**config.mk**
```make
export PLATFORM = sky130hd
export DESIGN_NAME = stage_mem
export DESIGN_NICKNAME = d
export VERILOG_FILES = /design/src/rtl/stage_mem_pkg.sv /design/src/rtl/mem_load_ext.sv /design/src/rtl/stage_mem.sv
export SDC_FILE = /design/constraint.sdc
export NUM_CORES = 1
export LEC_CHECK = 0
export BUFFER_PORTS_ARGS = -buffer_cell sky130_fd_sc_hd__buf_2
export CAP_MARGIN = 20
export CORE_MARGIN = 1
export CORE_UTILIZATION = 29
export DETAILED_ROUTE_END_ITERATION = 12
export GPL_TIMING_DRIVEN = 1
export PLACE_DENSITY = 0.65
export SYNTH_ARGS = -nofsm -noshare
export SYNTH_HDL_FRONTEND = slang
export SYNTH_SLANG_ARGS = --single-unit
```
**constraint.sdc**
```tcl
create_clock -name clk -period 2.9 [get_ports clk]
set_clock_uncertainty 0.05 [all_clocks]
set_input_delay 0.145 -clock clk [delete_from_list [all_inputs] [get_ports clk]]
set_output_delay 0.145 -clock clk [all_outputs]
set_load 0.02 [all_outputs]
```
**src/rtl/stage_mem_pkg.sv**
```systemverilog
// Shared definitions for the MEM stage: opcodes, funct3 codes, FSM states and byte-count helpers.
package stage_mem_pkg;

  localparam logic [6:0] LOAD_OP  = 7'b0000011;
  localparam logic [6:0] STORE_OP = 7'b0100011;

  localparam logic [2:0] F3_LB  = 3'b000;
  localparam logic [2:0] F3_LH  = 3'b001;
  localparam logic [2:0] F3_LW  = 3'b010;
  localparam logic [2:0] F3_LBU = 3'b100;
  localparam logic [2:0] F3_LHU = 3'b101;
  localparam logic [2:0] F3_SB  = 3'b000;
  localparam logic [2:0] F3_SH  = 3'b001;
  localparam logic [2:0] F3_SW  = 3'b010;

  // Index of the last byte of an access (byte count minus one).
  localparam logic [1:0] LAST_B = 2'd0;
  localparam logic [1:0] LAST_H = 2'd1;
  localparam logic [1:0] LAST_W = 2'd3;

  typedef enum logic [2:0] {
    S_IDLE = 3'd0,
    S_REQ  = 3'd1,
    S_XFER = 3'd2,
    S_TAIL = 3'd3,
    S_DONE = 3'd4
  } state_e;

  function automatic logic [1:0] last_idx(input logic [2:0] funct3);
    case (funct3[1:0])
      2'b00:   return LAST_B;
      2'b01:   return LAST_H;
      default: return LAST_W;
    endcase
  endfunction

endpackage

```
**src/rtl/mem_load_ext.sv**
```systemverilog
// Sign- or zero-extends the assembled little-endian load buffer according to funct3.
module mem_load_ext
  import stage_mem_pkg::*;
(
  input  logic [2:0]  funct3,
  input  logic [31:0] raw,
  output logic [31:0] ext
);

  function automatic logic [31:0] sext8(input logic signed [7:0] v);
    logic signed [31:0] w;
    w = v;
    return w;
  endfunction

  function automatic logic [31:0] sext16(input logic signed [15:0] v);
    logic signed [31:0] w;
    w = v;
    return w;
  endfunction

  always_comb begin
    case (funct3)
      F3_LB:   ext = sext8(raw[7:0]);
      F3_LH:   ext = sext16(raw[15:0]);
      F3_LBU:  ext = {24'd0, raw[7:0]};
      F3_LHU:  ext = {16'd0, raw[15:0]};
      default: ext = raw;
    endcase
  end

endmodule

```
**src/rtl/stage_mem.sv**
```systemverilog
// RV32I memory-access stage: byte-serial loads/stores over a shared 8-bit RAM port.
// Optional misaligned-access trap enabled by defining MEM_ALIGN_CHECK_EN.
module stage_mem
  import stage_mem_pkg::*;
#(
  parameter int ADDR_W = 32
) (
  input  logic              clk,
  input  logic              rst,
  input  logic              rdy,
  input  logic [6:0]        opcode_i,
  input  logic [2:0]        funct3_i,
  input  logic [31:0]       mem_addr_i,
  input  logic [4:0]        wd_i,
  input  logic              wreg_i,
  input  logic [31:0]       wdata_i,
  input  logic              mem_gnt_i,
  input  logic [7:0]        mem_din_i,
  output logic              mem_req_o,
  output logic [ADDR_W-1:0] mem_a_o,
  output logic [7:0]        mem_dout_o,
  output logic              mem_wr_o,
  output logic              stall_req_o,
  output logic [4:0]        wd_o,
  output logic              wreg_o,
  output logic [31:0]       wdata_o
`ifdef MEM_ALIGN_CHECK_EN
  ,
  output logic              misalign_o
`endif
);

  state_e      state, state_nxt;
  logic [1:0]  k;
  logic        cap_pend;
  logic [1:0]  cap_lane;
  logic [31:0] lbuf;
  logic [31:0] ext_data;
  logic [31:0] byte_addr;
  logic        is_load, is_store, is_mem, last_byte, misalign;

  assign is_load   = (opcode_i == LOAD_OP);
  assign is_store  = (opcode_i == STORE_OP);
  assign is_mem    = is_load || is_store;
  assign last_byte = (k == last_idx(funct3_i));
  assign byte_addr = mem_addr_i + {30'd0, k};

`ifdef MEM_ALIGN_CHECK_EN
  assign misalign   = is_mem && ((funct3_i[1:0] == 2'b01 && mem_addr_i[0]) ||
                                 (funct3_i[1:0] == 2'b10 && mem_addr_i[1:0] != 2'b00));
  assign misalign_o = rst && (state == S_DONE) && misalign;
`else
  assign misalign = 1'b0;
`endif

  mem_load_ext u_ext (
    .funct3 (funct3_i),
    .raw    (lbuf),
    .ext    (ext_data)
  );

  always_ff @(posedge clk or negedge rst) begin
    if (!rst)     state <= S_IDLE;
    else if (rdy) state <= state_nxt;
  end

  // An immediate grant in IDLE goes straight to XFER; REQ only absorbs grant wait cycles.
  always_comb begin
    state_nxt = state;
    case (state)
      S_IDLE: if (is_mem) begin
        if (misalign)       state_nxt = S_DONE;
        else if (mem_gnt_i) state_nxt = S_XFER;
        else                state_nxt = S_REQ;
      end
      S_REQ:  if (mem_gnt_i) state_nxt = S_XFER;
      S_XFER: if (last_byte) state_nxt = is_store ? S_DONE : S_TAIL;
      S_TAIL: state_nxt = S_DONE;
      S_DONE: state_nxt = S_IDLE;
      default: state_nxt = S_IDLE;
    endcase
  end

  // The read byte is only valid in the cycle after its address, so a pending
  // capture completes even if rdy drops in that cycle.
  always_ff @(posedge clk or negedge rst) begin
    if (!rst) begin
      k        <= 2'd0;
      cap_pend <= 1'b0;
      cap_lane <= 2'd0;
      lbuf     <= 32'd0;
    end else begin
      if (cap_pend) lbuf[{cap_lane, 3'b000} +: 8] <= mem_din_i;
      cap_pend <= rdy && (state == S_XFER) && is_load;
      if (rdy) begin
        cap_lane <= k;
        k        <= (state == S_XFER) ? k + 2'd1 : 2'd0;
      end
    end
  end

  always_comb begin
    mem_req_o   = 1'b0;
    mem_wr_o    = 1'b0;
    mem_a_o     = '0;
    mem_dout_o  = 8'd0;
    stall_req_o = is_mem && (state != S_DONE);
    wd_o        = wd_i;
    wreg_o      = wreg_i && !stall_req_o;
    wdata_o     = wdata_i;
    case (state)
      S_IDLE: mem_req_o = is_mem && !misalign;
      S_REQ:  mem_req_o = 1'b1;
      S_XFER: begin
        mem_req_o = 1'b1;
        mem_a_o   = ADDR_W'(byte_addr);
        if (is_store) begin
          mem_dout_o = wdata_i[{k, 3'b000} +: 8];
          mem_wr_o   = rdy;
        end
      end
      S_TAIL: mem_req_o = 1'b1;
      S_DONE: begin
        if (misalign || is_store) wreg_o  = 1'b0;
        else if (is_load)         wdata_o = ext_data;
      end
      default: ;
    endcase
    if (!rst) begin
      mem_req_o   = 1'b0;
      mem_wr_o    = 1'b0;
      mem_a_o     = '0;
      mem_dout_o  = 8'd0;
      stall_req_o = 1'b0;
      wd_o        = 5'd0;
      wreg_o      = 1'b0;
      wdata_o     = 32'd0;
    end
  end

endmodule

```
# Word-level counts from Yosys, hierarchy flattened

Cells that the tools add are included.

Memories: 0
ROM bits: 0
Logic and storage cells: 66
Latch bits: 0
Memory bits (writable): 0
Register bits: 40

Equality and inequality tests: 15
Magnitude comparators: 0
Multipliers: 0
Reduce and logical (&&, ||, !) cells: 11
Shift-type cells: 3
Div/mod/pow operators: 0
$add $sub $neg: 3
Bitwise logic cells: 0
Mux-type cells: 29

Operators by type and width:

| cell                                                 | number |
|---|---|
| two-way mux 32 bit                                   | 6 |
| one-hot mux 32 bit (4 select lines)                  | 1 |
| adder 32 x 2 -> 32 bit                               | 1 |
| bitwise mux 32 bit                                   | 1 |
| variable shift 8 x 7 -> 32 bit, first input constant | 1 |
| indexed part select 32 x 6 -> 8 bit                  | 1 |
| indexed part select 8 x 7 -> 32 bit                  | 1 |
| two-way mux 8 bit                                    | 3 |
| two-way mux 3 bit                                    | 4 |
| one-hot mux 3 bit (4 select lines)                   | 1 |
| equality test 3 bit, second input constant           | 3 |
| two-way mux 1 bit                                    | 8 |
| equality test 7 x 2 -> 1 bit, second input constant  | 1 |
| equality test 7 x 6 -> 1 bit, second input constant  | 1 |
| negation 5 -> 7 bit                                  | 1 |
| equality test 3 x 1 -> 1 bit, second input constant  | 2 |
| equality test 3 x 2 -> 1 bit, second input constant  | 2 |
| logical NOT 3 bit                                    | 2 |
| != test 2 bit, second input constant                 | 3 |
| two-way mux 5 bit                                    | 1 |
| logical AND 1 bit                                    | 4 |
| two-way mux 2 bit                                    | 2 |
| one-hot mux 2 bit (2 select lines)                   | 1 |
| AND reduction 4 bit                                  | 1 |
| other kinds (9)                                      | 9 |

# Logic depth before layout (Yosys ltp)

Gate-level depths: netlist of run 1.

Word-level depth: 8
Mapped depth: 8
Gate-level depth less buffers: 6

# Cells and area by module

Synthesis of run 1 repeated with hierarchy kept, for this count alone.

Cells, all modules: 439
Area, all modules: 3747.3 µm²

Modules (own cells, without submodules):

| module       | cells each | seq. area each (µm²) | area an instance (µm²) | times used |
|---|---|---|---|---|
| stage_mem    | 372        | 1001.0               | 3392.0                 | 1 |
| mem_load_ext | 67         | 0.0                  | 355.3                  | 1 |

# Worst setup path after synthesis of run 1

Ideal clock, no wire load.

Kind: reg2out
Start: register k[0]
End: output port mem_a_o[22]
Cell stages (with the launch flop): 9
Required time: 2705 ps
Path slack: 286 ps
Arrival time: 2419 ps
Buffers on the path: 2
Cells stage by stage: dfrtp_1 > ha_1 > fa_1 > nand3_1 > or3_1 > clkbuf_1 > clkbuf_1 > or3_1 > a21oi_1

Cells in the longest elaborated chain, start to end: 3

RTL lines:

| what                     | RTL line         | text |
|---|---|---|
| start: declaration       | stage_mem.sv:34  | `logic [1:0] k;` |
| start signal: assignment | stage_mem.sv:97  | `k <= (state == S_XFER) ? k + 2'd1 : 2'd0;` |
| adder 32 x 2 -> 32 bit   | stage_mem.sv:46  | `assign byte_addr = mem_addr_i + {30'd0, k};` |
| two-way mux 32 bit       | stage_mem.sv:111 | `case (state)` |
| two-way mux 32 bit       | stage_mem.sv:129 | `if (!rst) begin` |
| end: declaration         | stage_mem.sv:20  | `output logic [ADDR_W-1:0] mem_a_o,` |

Every way passes these cells.

# Final worst setup path of run 1

Start: register k[1]
End: output port mem_a_o[17]

Same word-level chain as after synthesis.

==> results_dict.tcl, run 1 <==
set metrics [dict create \
    outcome "complete, no violations" \
    cts_inserted_buffers 5 \
    drt_pass1_iterations 4 \
    root_buffer "clkbuf_16" \
    ant_nets 0 \
    post-route-period-util_pct 95.14 \
    clockPowerShare_pct 27.9 \
    clock-sinks 40 \
    drv_slew 0 \
    rows 40 \
    synth_top_area_cell "dfrtp_1" \
    cts_buffer_depth 2 \
    die_h_um 113.2 \
    final_hold_viol_count 0 \
    synth.most_common_cell "nand2_1" \
    min_period_ps 2759 \
    grt_max_degree 84 \
    clock_latency_ps 280 \
    initial_utilization_pct 29.84 \
    grt_usage_pct 19.56 \
    routedWlPerCell_um 16.78 \
    min_from "opcode_i[5]" \
    fin_tns_setup_ps 0 \
    synth_area_per_cell_um2 8.129 \
    area_delta_synth_final_pct 34.80 \
    cp_max_fo 13 \
    setup_viol 0 \
    n_antenna_cell 0 \
    synth.distinct_cells 51 \
    final_core_util_pct 40.23 \
    synth_cells 441 \
    r2r_start "cap_lane[0]" \
    gp_congestion 0.9059 \
    cp-startpoint "k[1]" \
    slowest_stage "or4_4" \
    place_area_mm2 0.004634 \
    cap_violations 0 \
    ys_async_sr_fraction_pct 100.0 \
    via_count 4188 \
    ys_seq_area_share_pct 27.92 \
    core_mm2 0.01201 \
    grt_setup_unrepaired "false" \
    max_stage_delay_ps 650 \
    leakage_uw 0.002357 \
    ys.flop_type "dfrtp_1" \
    min-delay-path-class "primary input to register" \
    layout.nets 707 \
    fillers 1217 \
    cpMostUsedCell "a21oi_1" \
    numPortBuffers 172 \
    synth_area_mm2 0.003585 \
    power_switching_uw 927.1 \
    ir_drop_uv 239.8 \
    dieArea_mm2 0.01281 \
    grt-ovfl-total 0 \
    die_w_um 113.2 \
    drive_gt1_share_pct 35.53 \
    path_class "register to output pin" \
    antenna_found_initial 0 \
    synth_common_cells "65 x nand2_1, 40 x dfrtp_1, 33 x a22o_1, 28 x a21oi_1, 25 x nand3_1" \
    drt_iter0_markers 286 \
    grt_pass1_wl_um 20090 \
    p_per_area_mw_per_mm2 499.2 \
    timing.fmax_mhz 362.4 \
    seqPwrFrac_pct 27.4 \
    synth_area_leaders "dfrtp_1 28%, a22o_1 8.1%, nand2_1 6.8%, a21boi_0 5.0%, mux4_2 5.0%" \
    hpwl_um 9780 \
    cts_tree "done" \
    cp-end-kind "output pin" \
    yosys.area.top_type_share_pct 27.92 \
    routed_wl_um 12670 \
    crit_chain "ha_1, a21oi_1, or4_4, or4_1, a21oi_1, buf_2" \
    p_int_uw 1485 \
    worstPathRequired_ps 2710 \
    synth-edff-count 0 \
    swShare_pct 38.43 \
    drc 0 \
    ios 173 \
    crit_arrival_ps 2560 \
    yosysWarnings 0 \
    relSlewSlack_pct 63.32 \
    synth-seq-cells 40 \
    stdcell_area_mm2 0.004832 \
    tightest_slew_ps 550.1 \
    synth_fp_nets 541 \
    startpoint_type "register" \
    comb_power_share_pct 44.7 \
    cts.htree.levels 2 \
    vias_per_cell 5.547 \
    clkTransAtPathRegs_ps 60 \
    grt_pass1_vias 3996 \
]
-- placed cells by master (no fill, tap or decap), types with 3 or more instances in the layout --
cell type / count
nor3_1: 4
ha_1: 7
or4_1: 14
nand2b_1: 17
o21ai_0: 19
nand4_1: 4
nand2_1: 65
o31ai_1: 12
and2_1: 9
mux2i_1: 3
nand3_1: 25
buf_4: 14
and3_1: 14
nor4_1: 11
a22o_1: 33
clkbuf_16: 5
buf_2: 172
xnor2_1: 9
a21oi_1: 28
nor3b_1: 4
nor2_1: 13
or3_1: 8
mux4_2: 8
dfrtp_1: 40
inv_1: 11
a21boi_0: 24
-- stage by stage --
step	hold WS, ps	cells	worst slack, ps	total power [uW]
floorplan	-200.6	441	285.8	1342
global placement	156.6	745	394.1	1735
detailed placement	157.9	746	349.0	1748
CTS	14.34	755	28.06	2423
global route	39.85	755	29.03	2539
finish	20.66	755	140.9	2412
-- state kept, by name, summed over array words and instances, names as in the netlist --
name and flops:
lbuf 32, cap_pend 1, cap_lane 2, k 2, state 3
-- area by class of cell --
class,count,area [um2],share of cell area (%)
Clock buffer,7,152.6,3.159
Sequential cell,40,1001,20.71
Clock inverter,1,30.03,0.6214
Tap cell,147,183.9,3.806
Multi-Input combinational cell,361,2427,50.23
Timing Repair Buffer,188,996.0,20.61
Inverter,11,41.29,0.8545
-- metal layers --
metal / vias to the layer above / wire [um] / global-route usage, %
met5: - / 0 / 0
met4: 0 / 433 / 9.123
li1: 1984 / - / -
met1: 1952 / 5239 / 24.04
met3: 33 / 1029 / 3.696
met2: 219 / 5964 / 33.09
-- what timing repair did --
action,CTS,global route
hold endpoints to repair,40,0
hold buffers,1,0
setup buffers,0,0
setup endpoints to repair,0,6
resized for setup,0,1
-- cells by family (layout without fill, tap and decap cells) --
group | count (synthesis) | count (layout) | synth area share [%]
simple gates | 203 | 203 | 30.96
compound gates | 127 | 127 | 24.68
flops | 40 | 40 | 27.92
buf+inv | 40 | 207 | 4.502
mux | 13 | 13 | 6.492
xor+xnor | 10 | 10 | 2.443
fa+ha+maj | 8 | 8 | 3.002
-- worst max-delay path, delay by kind of cell, from the launching register on --
kind | cells | cell delay (ps)
flip-flops | 1 | 380
adder cells (fa/ha/maj) | 1 | 270
buffers and inverters | 1 | 180
AO/OA/AOI/OAI | 2 | 270
AND/OR/NAND/NOR | 2 | 1180
-- power by group through the flow --
| stage | Combinational (uW) | Sequential (uW) | Clock [uW] |
|---|---|---|---|
| 2_1_floorplan | 683 | 659 | 0 |
| 3_3_place_gp | 1070 | 663 | 0 |
| 3_5_place_dp | 1080 | 668 | 0 |
| 4_1_cts | 1080 | 659 | 679 |
| 5_1_grt | 1180 | 667 | 694 |
| 6_report | 1080 | 661 | 672 |
-- path summary, 6_finish.rpt --
check                               to  cells after the start  slack [ps]
setup / recovery           mem_a_o[17]                      6         140
setup reg to reg               lbuf[5]                      6        1010
hold reg to reg               lbuf[26]                      1         450
max in group asynchronous      lbuf[6]                      3        2130
min in group asynchronous     state[2]                      3         390
hold / removal                cap_pend                      2          20
Power figures use the tool's default switching activity.
==> run 2, diff against run 1 <==
- ABC_AREA: unset -> 1
- ABC_CLOCK_PERIOD_IN_PS: unset -> 2900
- PLACE_DENSITY: 0.65 -> 0.63
==> run 2 against run 1 <==
Combinational power up 14%. Non-clock buffer count down 9. Die area up 10%. Via count up 21%. Critical endpoint is now mem_a_o[29].
==> results_dict.tcl, run 2 <==
set metrics [dict create \
    fillers 1454 \
    reg_top3 "lbuf: 32 flops, state: 3 flops" \
    synth-seq-cells 40 \
    cts_buffer_depth 2 \
    largest-register "lbuf" \
    postLayoutSetupSlackWorst_ps 510.1 \
    largest_reg_flops 32 \
    cts.htree.levels 2 \
    yosys.area.top_type_share_pct 25.26 \
    crit_arrival_ps 2190 \
    synth_area_mm2 0.003963 \
    area_delta_synth_final_pct 30.82 \
    dieArea_mm2 0.01413 \
    root_buffer "clkbuf_16" \
    relSlewSlack_pct 62.97 \
    worstPathRequired_ps 2710 \
    cts_tree "done" \
    cp-end-kind "output pin" \
    p_per_area_mw_per_mm2 499.0 \
    routedWlPerCell_um 14.13 \
    die_w_um 118.9 \
    antenna_found_initial 0 \
    grt_usage_pct 20.74 \
    stdcell_area_mm2 0.005184 \
    min-delay-path-class "primary input to register" \
    leakage_uw 0.002921 \
    clock-sinks 40 \
    grt_pass1_vias 4614 \
    clock_latency_ps 280 \
    drc 0 \
    setup_viol 0 \
    post-route-period-util_pct 82.41 \
    initial_utilization_pct 29.80 \
    cp_max_fo 6 \
    ios 173 \
    path_class "register to output pin" \
    hpwl_um 11600 \
    cts_inserted_buffers 5 \
    cp-startpoint "k[1]" \
    drt_iter0_markers 378 \
    yosysWarnings 0 \
    final_hold_viol_count 0 \
    layout_commonest_cell "nand2_1" \
    cap_violations 0 \
    fin_tns_setup_ps 0 \
    via_count 5065 \
    holdWs_ps 127.4 \
    place_ws_ps 810.5 \
    timing.fmax_mhz 418.4 \
    clkTransAtPathRegs_ps 60 \
    grt_setup_unrepaired "false" \
    outcome "complete, no violations" \
    synth_fp_nets 792 \
    n_antenna_cell 0 \
    synth_area_leaders "dfrtp_1 25%, nand2_1 21%, nor2_1 11%, o21ai_0 9.7%, inv_1 7.2%" \
    min_from "opcode_i[4]" \
    gp_congestion 0.9280 \
    tightest_slew_ps 553.9 \
    startpoint_type "register" \
    r2r_start "cap_lane[0]" \
    ys_async_sr_fraction_pct 100.0 \
    synth.most_common_cell "nand2_1" \
    vias_per_cell 4.889 \
    routed_wl_um 14640 \
    ir_drop_uv 319.5 \
    ant_nets 0 \
    die_h_um 118.9 \
    grt_pass1_wl_um 23320 \
    drt_pass1_iterations 5 \
    synth.distinct_cells 34 \
    synth-edff-count 0 \
    grt-ovfl-total 0 \
    synth_area_per_cell_um2 5.726 \
    ys_seq_area_share_pct 25.26 \
    drive_gt1_share_pct 24.88 \
    core_mm2 0.01330 \
    final_core_util_pct 38.99 \
    grt_max_degree 72 \
    numPortBuffers 172 \
    final_cell_mix "223 x nand2_1, 172 x buf_2, 116 x nor2_1" \
    synth_cells 692 \
    layout.nets 959 \
    drv_slew 0 \
    rows 42 \
    place_area_mm2 0.004996 \
    synth_top_area_cell "dfrtp_1" \
    synth_common_cells "223 x nand2_1, 116 x nor2_1, 77 x o21ai_0, 76 x inv_1, 42 x a21oi_1" \
    ys.flop_type "dfrtp_1" \
    min_period_ps 2390 \
]
run 2: critical path: stages (launching register included):
cell     delay (ps)
dfrtp_1         410
ha_1            300
nand3_1          80
nand2_1         180
nand2_1         180
nor2_1          280
nand2_1         100
nand2_1          60
nand2_1          40
nor2_1          110
buf_2           170
run 2: area by class of cell:
cell class              instances  area, um2  share of cell area [%]
repair buffers                179      928.4                   17.91
inverters                      80      301.5                   5.817
multi-input cells             553       2555                   49.29
clock inverters                 2      38.79                  0.7483
clock buffers                   6      138.9                   2.679
flip-flops and latches         40       1001                   19.31
well taps                     176      220.2                   4.248
run 2: per-stage QoR:
step	cells	power [uW]
3_3_place_gp	1027	1920
3_5_place_dp	1027	1923
2_1_floorplan	692	1511
6_report	1036	2587
4_1_cts	1036	2595
5_1_grt	1036	2781
run 2: cell families (layout without fill, tap and decap cells):
logic type	count (synthesis)	in the layout	share of synthesized area [%]
AOI/OAI and AO/OA	140	140	19.04
xor gates and xnor gates	4	4	0.8840
adders and majority gates	8	8	2.715
buffers and inverters	99	267	10.26
DFF	40	40	25.26
and+or+nand+nor	401	401	41.84
run 2: per-layer routing:
| metal | vias to the layer above | part of all wire (%) | GRT usage [%] |
|---|---|---|---|
| met5 | - | 0 | 0 |
| met4 | 0 | 1.8 | 5.775 |
| met3 | 22 | 6.6 | 3.065 |
| met2 | 217 | 46 | 34.21 |
| met1 | 2286 | 46 | 28.10 |
| li1 | 2540 | - | - |
run 2: what timing repair did:
| action | CTS | global route |
|---|---|---|
| hold endpoints to repair | 40 | 0 |
| setup endpoints to repair | 0 | 0 |
| setup buffers | 0 | 0 |
| hold buffers | 1 | 0 |
| gates resized for setup | 0 | 0 |
run 2: path summary, 6_finish.rpt:
kind	to	slack (ps)	cells past startpoint
max in group asynchronous	lbuf[0]	2070	3
worst min register to register	lbuf[30]	430	2
min in group asynchronous	lbuf[6]	450	3
worst max register to register	lbuf[19]	830	6
worst min-delay path	cap_pend	130	4
worst max-delay path	mem_a_o[29]	510	10
run 2: report_power, final:
part | switching [uW] | total [uW] | internal [uW] | leakage [uW]
Sequential | 76.4 | 695 | 618 | 0.000386
Clock | 229 | 660 | 431 | 0.0000871
Combinational | 828 | 1230 | 403 | 0.00245
Total | 1130 | 2590 | 1450 | 0.00292
==> run 3, diff against run 2 <==
- ABC_CLOCK_PERIOD_IN_PS: 2900 -> 2200
- clock period: 2.9 -> 2.2 ns (I/O delays scaled with it)
==> run 3 against run 2 <==
Worst hold slack worse by 52 ps. Critical path type unchanged. Critical path depth stayed put. Die area unchanged.
==> results_dict.tcl, run 3 (synthesis results as in run 2) <==
set metrics [dict create \
    initial_utilization_pct 29.80 \
    drt_iter0_markers 399 \
    drt_pass1_iterations 4 \
    place_ws_ps 206.2 \
    slowest_stage "dfrtp_1" \
    clock-sinks 40 \
    grt_pass1_vias 4546 \
    min_period_ps 2198 \
    reg_top3 "lbuf: 32 flops, state: 3 flops" \
    final_hold_viol_count 0 \
    n_antenna_cell 0 \
    hpwl_um 11610 \
    grt_setup_unrepaired "true" \
    cts_tree "done" \
    place_area_mm2 0.005061 \
    vias_per_cell 4.769 \
    setup_viol 0 \
    largest-register "lbuf" \
    grt_usage_pct 20.33 \
    cts_inserted_buffers 5 \
    leakage_uw 0.002995 \
    path_class "register to output pin" \
    cp_top_family "simple AND/OR/NAND/NOR gates" \
    grt_max_degree 44 \
    antenna_found_initial 0 \
    cp_num_buf_inv 2 \
    cp_max_fo 6 \
    rows 42 \
    ios 173 \
    drv_slew 0 \
    worstPathRequired_ps 2040 \
    outcome "complete, no violations" \
    crit_arrival_ps 2040 \
    post-route-period-util_pct 99.90 \
    tightest_slew_ps 530.4 \
    holdWs_ps 75.58 \
    relSlewSlack_pct 64.54 \
    min-delay-path-class "primary input to register" \
    root_buffer "clkbuf_16" \
    r2r_setup_slack_ps 380 \
    area_delta_synth_final_pct 36.47 \
    startpoint_type "register" \
    routed_wl_um 14600 \
    fin_tns_setup_ps 0 \
    gp_congestion 0.9408 \
    largest_reg_flops 32 \
    cts.htree.levels 2 \
    dieArea_mm2 0.01413 \
    postLayoutSetupSlackWorst_ps 2.147 \
    drc 0 \
    routedWlPerCell_um 13.91 \
    drive_gt1_share_pct 28.29 \
    timing.fmax_mhz 455.0 \
    max_stage_delay_ps 380 \
    numPortBuffers 172 \
    clock_latency_ps 280 \
    grt-ovfl-total 0 \
    layout_commonest_cell "nand2_1" \
    die_h_um 118.9 \
    grt_pass1_wl_um 22950 \
    cts_buffer_depth 2 \
    place_inst 1034 \
    die_w_um 118.9 \
    crit_chain "ha_4, fa_2, nand2_2, nor2_4, nand2_2, nor2_4, buf_6, o21ai_1, a21oi_2, buf_4" \
    final_cell_mix "218 x nand2_1, 166 x buf_2, 110 x nor2_1" \
    core_mm2 0.01330 \
    stdcell_area_mm2 0.005408 \
    via_count 5003 \
    cap_violations 0 \
    layout.nets 972 \
    cp-end-kind "output pin" \
    ant_nets 0 \
    ir_drop_uv 287.3 \
    p_per_area_mw_per_mm2 649.8 \
    clkTransAtPathRegs_ps 60 \
    final_cells 1049 \
]
## run 3: layout make-up
type	instances	area, um2
sequential	40	1002
clock inverter	3	46.29
multi-input combinational	553	2653
tap	176	220.2
inverter	80	304.0
timing repair buffer	192	1057
clock buffer	5	125.1
fill	1479	7888
## run 3: report_power, final
part,internal (uW),switching (uW),total (uW)
clock network,539,306,845
registers,817,78.8,896
logic,607,1170,1770
total,1960,1550,3510
## run 3: path summary, 6_finish.rpt
check                               to  cells past startpoint         start
max in group asynchronous     lbuf[17]                      4           rst
setup / recovery           mem_a_o[14]                     10          k[0]
min in group asynchronous      lbuf[6]                      3           rst
hold / removal                lbuf[21]                      3  mem_din_i[5]
setup reg to reg              state[0]                      8          k[0]
hold reg to reg               lbuf[19]                      2      lbuf[19]
## run 3: routing by layer
metal / vias up / part of all wire [%] / track usage [%]
met1: 2261 / 47 / 28.00
met2: 164 / 47 / 34.06
li1: 2563 / - / -
met3: 15 / 4.8 / 2.011
met4: 0 / 1.5 / 4.905
met5: - / 0 / 0
## run 3: repair_timing
action / 4_1_cts / 5_1_grt
hold buffers: 1 / 0
hold endpoints to repair: 33 / 0
endpoints found under the setup margin: 8 / 40
buffers inserted: 0 / 6
gates resized for setup: 7 / 29
pin swaps: 2 / 9
## run 3: through the flow
step / total power [uW] / util (%)
global placement: 2588 / 38.07
CTS: 3468 / 39.60
floorplan: 1991 / -
finish: 3514 / 40.67
global route: 3747 / 40.67
detailed placement: 2601 / 38.07
## run 3: worst min-delay path: stages
cell	delay, ps
buf_2	110
inv_1	70
o21ai_0	80
